--- config.mk ---
export PLATFORM = sky130hd
export DESIGN_NAME = gtxe2_chnl_rx_sync_ctrl_flat
export DESIGN_NICKNAME = d
export VERILOG_FILES = /design/src/rtl/gtxe2_chnl_rx_sync_ctrl_if.sv /design/src/rtl/gtxe2_chnl_rx_sync_ctrl.sv /design/src/flat_wrapper.sv
export SDC_FILE = /design/constraint.sdc
export NUM_CORES = 1
export LEC_CHECK = 0
export ABC_CLOCK_PERIOD_IN_PS = 2500
export CORE_ASPECT_RATIO = 0.6
export CORE_MARGIN = 4
export CORE_UTILIZATION = 51
export DETAILED_ROUTE_END_ITERATION = 10
export HOLD_SLACK_MARGIN = 0.02
export PLACE_DENSITY = 0.83
export SLEW_MARGIN = 40
export SYNTH_ARGS = -nofsm -noshare
export SYNTH_HDL_FRONTEND = slang
export SYNTH_SLANG_ARGS = --single-unit
--- constraint.sdc ---
create_clock -name clk -period 2.5 [get_ports clk]
set_clock_uncertainty 0.2 [all_clocks]
set_input_delay 0.5 -clock clk [delete_from_list [all_inputs] [get_ports clk]]
set_output_delay 0.5 -clock clk [all_outputs]
set_load 0.01 [all_outputs]
--- src/rtl/gtxe2_chnl_rx_sync_ctrl_if.sv ---
// Handshake bundle between the RX comma-alignment sequencer and its
// surroundings: aligner/decoder inputs, aligner controls and sync status.
interface gtxe2_chnl_rx_sync_ctrl_if;
    logic       enable;
    logic       comma_det;
    logic       code_err;
    logic       comma_det_en;
    logic       pcomma_align_en;
    logic       mcomma_align_en;
    logic       aligner_rst;
    logic       sync_ok;
    logic [1:0] sync_state;
    logic [7:0] loss_cnt;

    // Channel/status side: drives enable and aligner feedback, observes status.
    modport master (
        output enable, comma_det, code_err,
        input  comma_det_en, pcomma_align_en, mcomma_align_en,
        input  aligner_rst, sync_ok, sync_state, loss_cnt
    );

    // Sequencer side.
    modport slave (
        input  enable, comma_det, code_err,
        output comma_det_en, pcomma_align_en, mcomma_align_en,
        output aligner_rst, sync_ok, sync_state, loss_cnt
    );
endinterface

--- src/rtl/gtxe2_chnl_rx_sync_ctrl.sv ---
// Comma-alignment sequencer for the GTXE2 RX channel model.
// Hunts for commas, acquires a run of them, declares sync and then freezes
// the aligner, tracking decode errors with a leaky error-credit counter.
module gtxe2_chnl_rx_sync_ctrl #(
    parameter int COMMA_ACQ_COUNT    = 3,
    parameter int ERR_LOSS_COUNT     = 4,
    parameter int GOOD_RECOVER_COUNT = 4,
    parameter int HUNT_TIMEOUT       = 1023,
    parameter int PCOMMA_EN          = 1,
    parameter int MCOMMA_EN          = 1
) (
    input  logic                          clk,
    input  logic                          rst,
    gtxe2_chnl_rx_sync_ctrl_if.slave      bus
);

    // +1 keeps every counter at least one bit wide and able to hold the
    // incremented value that is compared against its terminal count.
    localparam int ACQ_W  = $clog2(COMMA_ACQ_COUNT + 1);
    localparam int ERR_W  = $clog2(ERR_LOSS_COUNT + 1);
    localparam int GOOD_W = $clog2(GOOD_RECOVER_COUNT + 1);
    localparam int TMR_W  = $clog2(HUNT_TIMEOUT + 1);

    typedef enum logic [1:0] {
        ST_IDLE = 2'd0,
        ST_HUNT = 2'd1,
        ST_ACQ  = 2'd2,
        ST_SYNC = 2'd3
    } state_t;

    state_t              state_q, state_d;
    logic [ACQ_W-1:0]    acq_cnt_q, acq_cnt_d;
    logic [ERR_W-1:0]    err_cnt_q, err_cnt_d;
    logic [GOOD_W-1:0]   good_cnt_q, good_cnt_d;
    logic [TMR_W-1:0]    timer_q, timer_d;
    logic [7:0]          loss_cnt_q, loss_cnt_d;
    logic                comma_det_en_q, comma_det_en_d;
    logic                pcomma_align_en_q, pcomma_align_en_d;
    logic                mcomma_align_en_q, mcomma_align_en_d;
    logic                aligner_rst_q, aligner_rst_d;
    logic                sync_ok_q, sync_ok_d;

    logic                enter_hunt;
    logic                aligning;
    logic [ACQ_W-1:0]    acq_inc;
    logic [ERR_W-1:0]    err_inc;
    logic [GOOD_W-1:0]   good_inc;
    logic [TMR_W-1:0]    timer_inc;

    assign acq_inc   = acq_cnt_q + ACQ_W'(1);
    assign err_inc   = err_cnt_q + ERR_W'(1);
    assign good_inc  = good_cnt_q + GOOD_W'(1);
    assign timer_inc = timer_q + TMR_W'(1);

    // Next-state, counter and registered-output computation.
    always_comb begin
        state_d    = state_q;
        acq_cnt_d  = acq_cnt_q;
        err_cnt_d  = err_cnt_q;
        good_cnt_d = good_cnt_q;
        timer_d    = timer_q;
        loss_cnt_d = loss_cnt_q;
        enter_hunt = 1'b0;

        if (!bus.enable) begin
            state_d    = ST_IDLE;
            acq_cnt_d  = '0;
            err_cnt_d  = '0;
            good_cnt_d = '0;
            timer_d    = '0;
        end else begin
            unique case (state_q)
                ST_IDLE: enter_hunt = 1'b1;
                ST_HUNT: begin
                    if (bus.comma_det) begin
                        timer_d = '0;
                        if (COMMA_ACQ_COUNT == 1) begin
                            state_d    = ST_SYNC;
                            err_cnt_d  = '0;
                            good_cnt_d = '0;
                        end else begin
                            state_d   = ST_ACQ;
                            acq_cnt_d = ACQ_W'(1);
                        end
                    end else if (timer_inc == TMR_W'(HUNT_TIMEOUT)) begin
                        enter_hunt = 1'b1;
                    end else begin
                        timer_d = timer_inc;
                    end
                end
                ST_ACQ: begin
                    // A decode error means the candidate alignment is bad.
                    if (bus.code_err) begin
                        enter_hunt = 1'b1;
                    end else if (bus.comma_det) begin
                        timer_d = '0;
                        if (acq_inc == ACQ_W'(COMMA_ACQ_COUNT)) begin
                            state_d    = ST_SYNC;
                            err_cnt_d  = '0;
                            good_cnt_d = '0;
                        end else begin
                            acq_cnt_d = acq_inc;
                        end
                    end else if (timer_inc == TMR_W'(HUNT_TIMEOUT)) begin
                        enter_hunt = 1'b1;
                    end else begin
                        timer_d = timer_inc;
                    end
                end
                ST_SYNC: begin
                    if (bus.code_err) begin
                        good_cnt_d = '0;
                        if (err_inc == ERR_W'(ERR_LOSS_COUNT)) begin
                            enter_hunt = 1'b1;
                            if (loss_cnt_q != 8'hFF) begin
                                loss_cnt_d = loss_cnt_q + 8'd1;
                            end
                        end else begin
                            err_cnt_d = err_inc;
                        end
                    end else if (good_inc == GOOD_W'(GOOD_RECOVER_COUNT)) begin
                        good_cnt_d = '0;
                        if (err_cnt_q != '0) begin
                            err_cnt_d = err_cnt_q - ERR_W'(1);
                        end
                    end else begin
                        good_cnt_d = good_inc;
                    end
                end
                default: state_d = ST_IDLE;
            endcase
        end

        // Every entry into HUNT restarts the aligner and all tracking counters.
        if (enter_hunt) begin
            state_d    = ST_HUNT;
            acq_cnt_d  = '0;
            err_cnt_d  = '0;
            good_cnt_d = '0;
            timer_d    = '0;
        end

        aligning          = (state_d == ST_HUNT) || (state_d == ST_ACQ);
        comma_det_en_d    = (state_d != ST_IDLE);
        pcomma_align_en_d = aligning && (PCOMMA_EN != 0);
        mcomma_align_en_d = aligning && (MCOMMA_EN != 0);
        aligner_rst_d     = enter_hunt;
        sync_ok_d         = (state_d == ST_SYNC);
    end

    // State, counter and output registers.
    always_ff @(posedge clk or posedge rst) begin
        if (rst) begin
            state_q           <= ST_IDLE;
            acq_cnt_q         <= '0;
            err_cnt_q         <= '0;
            good_cnt_q        <= '0;
            timer_q           <= '0;
            loss_cnt_q        <= '0;
            comma_det_en_q    <= 1'b0;
            pcomma_align_en_q <= 1'b0;
            mcomma_align_en_q <= 1'b0;
            aligner_rst_q     <= 1'b0;
            sync_ok_q         <= 1'b0;
        end else begin
            state_q           <= state_d;
            acq_cnt_q         <= acq_cnt_d;
            err_cnt_q         <= err_cnt_d;
            good_cnt_q        <= good_cnt_d;
            timer_q           <= timer_d;
            loss_cnt_q        <= loss_cnt_d;
            comma_det_en_q    <= comma_det_en_d;
            pcomma_align_en_q <= pcomma_align_en_d;
            mcomma_align_en_q <= mcomma_align_en_d;
            aligner_rst_q     <= aligner_rst_d;
            sync_ok_q         <= sync_ok_d;
        end
    end

    assign bus.comma_det_en    = comma_det_en_q;
    assign bus.pcomma_align_en = pcomma_align_en_q;
    assign bus.mcomma_align_en = mcomma_align_en_q;
    assign bus.aligner_rst     = aligner_rst_q;
    assign bus.sync_ok         = sync_ok_q;
    assign bus.sync_state      = state_q;
    assign bus.loss_cnt        = loss_cnt_q;

endmodule

--- src/flat_wrapper.sv ---
// flat-port wrapper written by rule: the top's interface ports become plain ports
module gtxe2_chnl_rx_sync_ctrl_flat 
#(
    parameter int COMMA_ACQ_COUNT    = 3,
    parameter int ERR_LOSS_COUNT     = 4,
    parameter int GOOD_RECOVER_COUNT = 4,
    parameter int HUNT_TIMEOUT       = 1023,
    parameter int PCOMMA_EN          = 1,
    parameter int MCOMMA_EN          = 1
)
  (clk, rst, bus_enable, bus_comma_det, bus_code_err, bus_comma_det_en, bus_pcomma_align_en, bus_mcomma_align_en, bus_aligner_rst, bus_sync_ok, bus_sync_state, bus_loss_cnt);
  gtxe2_chnl_rx_sync_ctrl_if bus_i ();
  input  logic clk;
  input  logic rst;
  input wire logic [$bits(bus_i.enable)-1:0] bus_enable;
  input wire logic [$bits(bus_i.comma_det)-1:0] bus_comma_det;
  input wire logic [$bits(bus_i.code_err)-1:0] bus_code_err;
  output wire logic [$bits(bus_i.comma_det_en)-1:0] bus_comma_det_en;
  output wire logic [$bits(bus_i.pcomma_align_en)-1:0] bus_pcomma_align_en;
  output wire logic [$bits(bus_i.mcomma_align_en)-1:0] bus_mcomma_align_en;
  output wire logic [$bits(bus_i.aligner_rst)-1:0] bus_aligner_rst;
  output wire logic [$bits(bus_i.sync_ok)-1:0] bus_sync_ok;
  output wire logic [$bits(bus_i.sync_state)-1:0] bus_sync_state;
  output wire logic [$bits(bus_i.loss_cnt)-1:0] bus_loss_cnt;
  assign bus_i.enable = bus_enable;
  assign bus_i.comma_det = bus_comma_det;
  assign bus_i.code_err = bus_code_err;
  assign bus_comma_det_en = bus_i.comma_det_en;
  assign bus_pcomma_align_en = bus_i.pcomma_align_en;
  assign bus_mcomma_align_en = bus_i.mcomma_align_en;
  assign bus_aligner_rst = bus_i.aligner_rst;
  assign bus_sync_ok = bus_i.sync_ok;
  assign bus_sync_state = bus_i.sync_state;
  assign bus_loss_cnt = bus_i.loss_cnt;
  gtxe2_chnl_rx_sync_ctrl #(.COMMA_ACQ_COUNT(COMMA_ACQ_COUNT), .ERR_LOSS_COUNT(ERR_LOSS_COUNT), .GOOD_RECOVER_COUNT(GOOD_RECOVER_COUNT), .HUNT_TIMEOUT(HUNT_TIMEOUT), .PCOMMA_EN(PCOMMA_EN), .MCOMMA_EN(MCOMMA_EN)) u_core (.clk(clk), .rst(rst), .bus(bus_i));
endmodule
==> results of run 1 <==
-- layer usage --
metal | routed length (µm) | up-vias | global-route usage
li1 | - | 911 | -
met1 | 2620 | 912 | 0.331
met2 | 2470 | 92 | 0.298
met3 | 455 | 20 | 0.0592
met4 | 214 | 0 | 0.0679
met5 | 0 | - | 0
-- flip-flops by register name (all words and copies together) (netlist names) --
signal and cells:
u_core.timer_q 10, u_core.bus.loss_cnt 8, u_core.err_cnt_q 3, u_core.good_cnt_q 3, u_core.acq_cnt_q 2, u_core.bus.sync_state 2, u_core.bus.aligner_rst 1, u_core.bus.comma_det_en 1
u_core.bus.pcomma_align_en 1, u_core.bus.sync_ok 1
-- final timing paths --
kind                                              from                     end  slack (ps)  cells after the start
worst max-delay path                 u_core.timer_q[0]     u_core.err_cnt_q[1]         -70                      9
worst min-delay path            u_core.bus.loss_cnt[6]  u_core.bus.loss_cnt[6]         300                      1
worst max register to register       u_core.timer_q[0]     u_core.err_cnt_q[1]         -70                      9
worst min register to register  u_core.bus.loss_cnt[6]  u_core.bus.loss_cnt[6]         300                      1
max in group asynchronous                          rst       u_core.timer_q[1]        1400                      3
min in group asynchronous                          rst  u_core.bus.loss_cnt[2]         410                      3
-- worst max-delay path: stages, from the launching register on --
cell and delay, ps:
dfrtp_1 410, ha_4 170, nand3_2 80, or3_4 360
a2111oi_4 400, a22oi_2 150, o21ai_2 210, buf_6 140
o21ai_4 50, mux2_4 290
-- final cells by class --
| class | count | area [µm²] |
|---|---|---|
| clock buffer | 7 | 86.3 |
| clock inverter | 1 | 7.51 |
| fill | 259 | 961 |
| inverter | 15 | 56.3 |
| multi-input combinational | 170 | 1320 |
| sequential | 32 | 801 |
| tap | 47 | 58.8 |
| timing repair buffer | 57 | 479 |
-- through the flow --
stage          setup slack [ps]  total power [W]  std cells
2_1_floorplan              14.5         0.000644        224
3_3_place_gp              -23.2         0.000727        314
3_5_place_dp              -77.7         0.000731        314
4_1_cts                   0.910          0.00115        326
5_1_grt                    -180          0.00124        329
6_report                  -74.9          0.00119        329
-- logic make-up after synthesis --
| group | count (synthesis) |
|---|---|
| AO/OA/AOI/OAI | 48 |
| XOR/XNOR | 12 |
| adder cells (fa/ha/maj) | 17 |
| multiplexers | 5 |
| buffers and inverters | 22 |
| AND/OR/NAND/NOR | 88 |
| flip-flops | 32 |
-- synthesized netlist by cell type --
| master | n |
|---|---|
| a2111oi_4 | 1 |
| a211oi_1 | 2 |
| a21o_1 | 4 |
| a21oi_1 | 10 |
| a21oi_2 | 1 |
| a22oi_1 | 2 |
| a311oi_1 | 2 |
| a31oi_1 | 1 |
| a32o_1 | 1 |
| a41oi_1 | 1 |
| and2_1 | 3 |
| and3_1 | 6 |
| buf_2 | 1 |
| buf_4 | 1 |
| clkbuf_1 | 5 |
| dfrtp_1 | 32 |
| ha_1 | 17 |
| inv_1 | 15 |
| mux2_2 | 1 |
| mux2_4 | 1 |
| mux2i_1 | 3 |
| nand2_1 | 26 |
| nand2_2 | 2 |
| nand2b_1 | 3 |
| nand3_1 | 7 |
| nand3b_1 | 1 |
| nand4_1 | 5 |
| nand4b_1 | 4 |
| nor2_1 | 17 |
| nor3_1 | 6 |
| nor3b_1 | 1 |
| nor4_1 | 2 |
| o21ai_0 | 13 |
| o21ai_2 | 2 |
| o2bb2ai_1 | 3 |
| o31ai_1 | 5 |
| or2_2 | 1 |
| or3_1 | 3 |
| or3_4 | 1 |
| xnor2_1 | 9 |
| xor2_1 | 3 |
-- power breakdown --
part           switching (W)  internal, W  total [W]
clock network       0.000203     0.000224   0.000427
logic               0.000127     0.000103   0.000230
registers         0.00000755     0.000528   0.000536
total               0.000338     0.000855    0.00119
-- repair_timing --
item                       in CTS  in global routing
pin swaps                       1                  8
buffers inserted                4                  4
resized for setup               5                 23
setup endpoints to repair       5                 13
==> flow_summary.toml, run 1 <==
[status]
status = "finished with violations"
violations = "negative setup slack"

[yosys]
syn_inst = 224
yosysTopAreaCell = "dfrtp_1"
synth_compound_area_frac = 0.164
synthAdderAreaFrac = 0.104
synthTopCellsByArea = "dfrtp_1 39%, ha_1 10%, nand2_1 4.8%"
synth_top_family_by_area = "simple AND/OR/NAND/NOR gates"
synth_area_per_cell_um2 = 9.12
yosys_register_bits = 32
yosysUniqueCellTypes = 41
yosysTopAreaCellShare = 0.392
synth_xor_area_frac = 0.0515
synth.net_count = 246
syn_area_mm2 = 0.00204
yosys.area_share.simple = 0.218
yosysSeqAreaShare = 0.392
muxShareOfSynthArea = 0.0276
synth_warnings = 0

[timing]
maxSlewHeadroom = 0.696
tightestPinTransition_ps = 454
period_needed_ps = 2570
grt_setup_unrepaired = "true"
fin_setup_tns_ps = -269
final.period_utilization = 1.03
hold_viol = 0
hold_ws_ps = 297
max_freq_mhz = 388
setup_viol = 5
report.final.slew_viol_count = 0
setup_slack_ps = -74.9

[placed_design]
portBuffers = 19
place_area_mm2 = 0.00250
post-dp-hpwl_um = 3830
gp_congestion = 1.03

[global_routing]
antenna_found_initial = 0
grt_pass1_vias = 1794
grt.total_usage = 0.218
grt-ovfl-total = 0
grt_pass1_wl_um = 8550
grt_max_degree = 33

[cells_and_area]
area_growth_pct = 37.3
layout_commonest_cell = "buf_4"
layout_common_cells = "37 x buf_4, 32 x dfrtp_1, 26 x nand2_1"
utilization = 0.745
drive_gt1_frac = 0.259
antenna-diode-count = 0
final_cell_area_mm2 = 0.00280
layout.nets = 303

[critical_path]
cp-start-kind = "register"
worstPathMaxFanout = 3
endpoint_kind = "register"
cp.arrival_ps = 2550
criticalPathCategory = "reg -> reg"
required_ps = 2470

[die]
fp.dieH_um = 57.0
coreArea_mm2 = 0.00376
die_w_um = 89.7
initial_utilization = 0.542
dieArea_mm2 = 0.00511
rows = 17
io_pins = 20

[route]
detail_route.first_pass.iterations = 4
antenna_left = 0
viasPerCell = 5.88
drc = 0
route.detailed.wl_per_inst_um = 17.5
vias = 1935
drt_iter0_drc = 131
wirelength_um = 5760

[clock_tree]
cts_root_buf = "clkbuf_8"
cts_max_level = 2
clock_sinks = 32
numCtsBuffers = 5
clk_path_buf_depth = 2
clkLatencyLatePin_ps = 290
cts_tree = "yes"
cts_hold_buf = 0
path_clk_slew_ps = 70

[power]
power.density_mw_per_mm2 = 425
leakage_nw = 1.24
ir_drop_mv = 0.285

[hold_path]
hold_class = "reg -> reg"

[run]
cap_viol_max_count = 0
(Power assumes the default switching activity.)
==> run 2, diff against run 1 <==
Settings changed: ABC_CLOCK_PERIOD_IN_PS 2500 to 2400, CORE_UTILIZATION 51 to 56, PLACE_DENSITY 0.83 to 0.86, RECOVER_POWER set to 100.
Clock period 2.5 ns to 2.4 ns, I/O delays scaled along.
==> run 2 against run 1 <==
Compared with the run above:
- the flow still finishes with violations (negative setup slack)
- combinational power grew 3%
- fmax decreased by 0.33%
- utilization rose by 9.5 points
- setup slack worse by 110 ps
- largest cell class unchanged
- largest power group unchanged
==> flow_summary.toml, run 2 (synthesis results as in run 1) <==
[placed_design]
place_area_mm2 = 0.00256
portBuffers = 19
post-dp-hpwl_um = 4190
gp_congestion = 1.01

[cells_and_area]
final_cell_area_mm2 = 0.00284
drive_gt1_frac = 0.307
layout.nets = 304
area_growth_pct = 39.1
seq_area_um2 = 801
max_flop_register = "u_core.timer_q"
nFillCells = 174
layout_common_cells = "34 x buf_4, 32 x dfrtp_1, 25 x nand2_1"
antenna-diode-count = 0
multiInputGateArea_mm2 = 0.00133
layout_commonest_cell = "buf_4"
largest_register_ffs = 10

[route]
vias = 2022
drc = 0
detail_route.first_pass.iterations = 5
drt_iter0_drc = 116
wl_met1_um = 2640
dr_wl_met2_um = 2930
route.detailed.wl_per_inst_um = 18.9
routed.top_layer = "met4"
wl_met3_um = 422
wirelength_um = 6200
antenna_left = 0
viasPerCell = 6.16

[die]
coreArea_mm2 = 0.00338
dieArea_mm2 = 0.00471
initial_utilization = 0.604
io_pins = 20
rows = 16
die_w_um = 86.0
fp.dieH_um = 54.8

[power]
finalPower_w = 0.00133
ir_drop_mv = 0.409
leakage_nw = 1.28
power.density_mw_per_mm2 = 470

[global_routing]
grt-ovfl-total = 0
grt.total_usage = 0.263
antenna_found_initial = 0
grt_max_degree = 33
grt_pass1_wl_um = 9050
grt_pass1_vias = 1820

[timing]
final.period_utilization = 1.08
setup_viol = 14
hold_viol = 0
tightestPinTransition_ps = 808
grt_setup_unrepaired = "true"
setup_slack_ps = -184
period_needed_ps = 2580
max_freq_mhz = 387
report.final.slew_viol_count = 0
maxSlewHeadroom = 0.461

[critical_path]
cp.arrival_ps = 2580
slowest_delay_ps = 420
path_cells = "ha_4 -> nand3_2 -> or3_4 -> a2111oi_4 -> a22oi_2 -> o21ai_2 -> o21ai_2 -> mux2_4"
crit_slowest_cell = "dfrtp_1"
criticalPathCategory = "reg -> reg"
endpoint_kind = "register"
cp-start-kind = "register"
worst-path-buf-inv = 0
required_ps = 2400
worstPathMaxFanout = 3
path_common_cell = "o21ai_2"
crit_family = "compound AO/OA/AOI/OAI gates"

[status]
violations = "negative setup slack"
status = "finished with violations"

[clock_tree]
clock_sinks = 32
cts_tree = "yes"
numCtsBuffers = 5
cts_hold_buf = 0
path_clk_slew_ps = 80
cts_max_level = 2
clkLatencyLatePin_ps = 310
cts_root_buf = "clkbuf_8"
clk_path_buf_depth = 2

[run]
cap_viol_max_count = 0

[hold_path]
hold_class = "reg -> reg"
[run 2: per-stage QoR]
stage | util | worst slack (ps) | setup TNS, ps | cells | hold WS [ps]
4_1_cts | 0.816 | -86.4 | -265 | 327 | 290
2_1_floorplan | - | -14.8 | -14.9 | 224 | 258
3_3_place_gp | 0.756 | -105 | -228 | 316 | 272
5_1_grt | 0.839 | -232 | -2610 | 328 | 314
6_report | 0.839 | -184 | -1060 | 328 | 284
3_5_place_dp | 0.756 | -152 | -1150 | 316 | 278
[run 2: layout make-up]
cell class | count | area share
Clock inverter | 3 | 0.0150
Tap cell | 45 | 0.0198
Multi-Input combinational cell | 170 | 0.467
Inverter | 15 | 0.0198
Sequential cell | 32 | 0.282
Timing Repair Buffer | 58 | 0.172
Clock buffer | 5 | 0.0242
[run 2: worst reg2reg max path, delay by kind of cell (launching register included)]
kind	cells	cell delay, ps
AOI/OAI and AO/OA	4	930
adders and majority gates	1	180
DFF	1	420
muxes	1	300
and+or+nand+nor	2	450
[run 2: path summary, 6_finish.rpt]
| check | from | to | slack, ps | depth (start not counted) |
|---|---|---|---|---|
| worst max-delay path | u_core.timer_q[0] | u_core.err_cnt_q[1] | -180 | 8 |
| worst min-delay path | u_core.bus.loss_cnt[4] | u_core.bus.loss_cnt[4] | 280 | 1 |
| worst max register to register | u_core.timer_q[0] | u_core.err_cnt_q[1] | -180 | 8 |
| worst min register to register | u_core.bus.loss_cnt[4] | u_core.bus.loss_cnt[4] | 280 | 1 |
| max in group asynchronous | rst | u_core.bus.pcomma_align_en | 810 | 3 |
| min in group asynchronous | rst | u_core.good_cnt_q[2] | 670 | 3 |
[run 2: timing repair]
action                     4_1_cts  5_1_grt
pin swaps                        6        7
buffers inserted                 3        1
resized for setup               13       22
setup endpoints to repair        9       19
[run 2: routing by layer]
metal  GRT usage  vias up
met5           0        -
met4       0.111        0
met3      0.0526       26
met2       0.423       98
met1       0.352      990
li1            -      908
[run 2: report_power, final]
part / total [W] / internal [W] / switching [W]
sequential: 0.000560 / 0.000550 / 0.00000935
clock: 0.000536 / 0.000307 / 0.000229
combinational: 0.000238 / 0.000102 / 0.000135
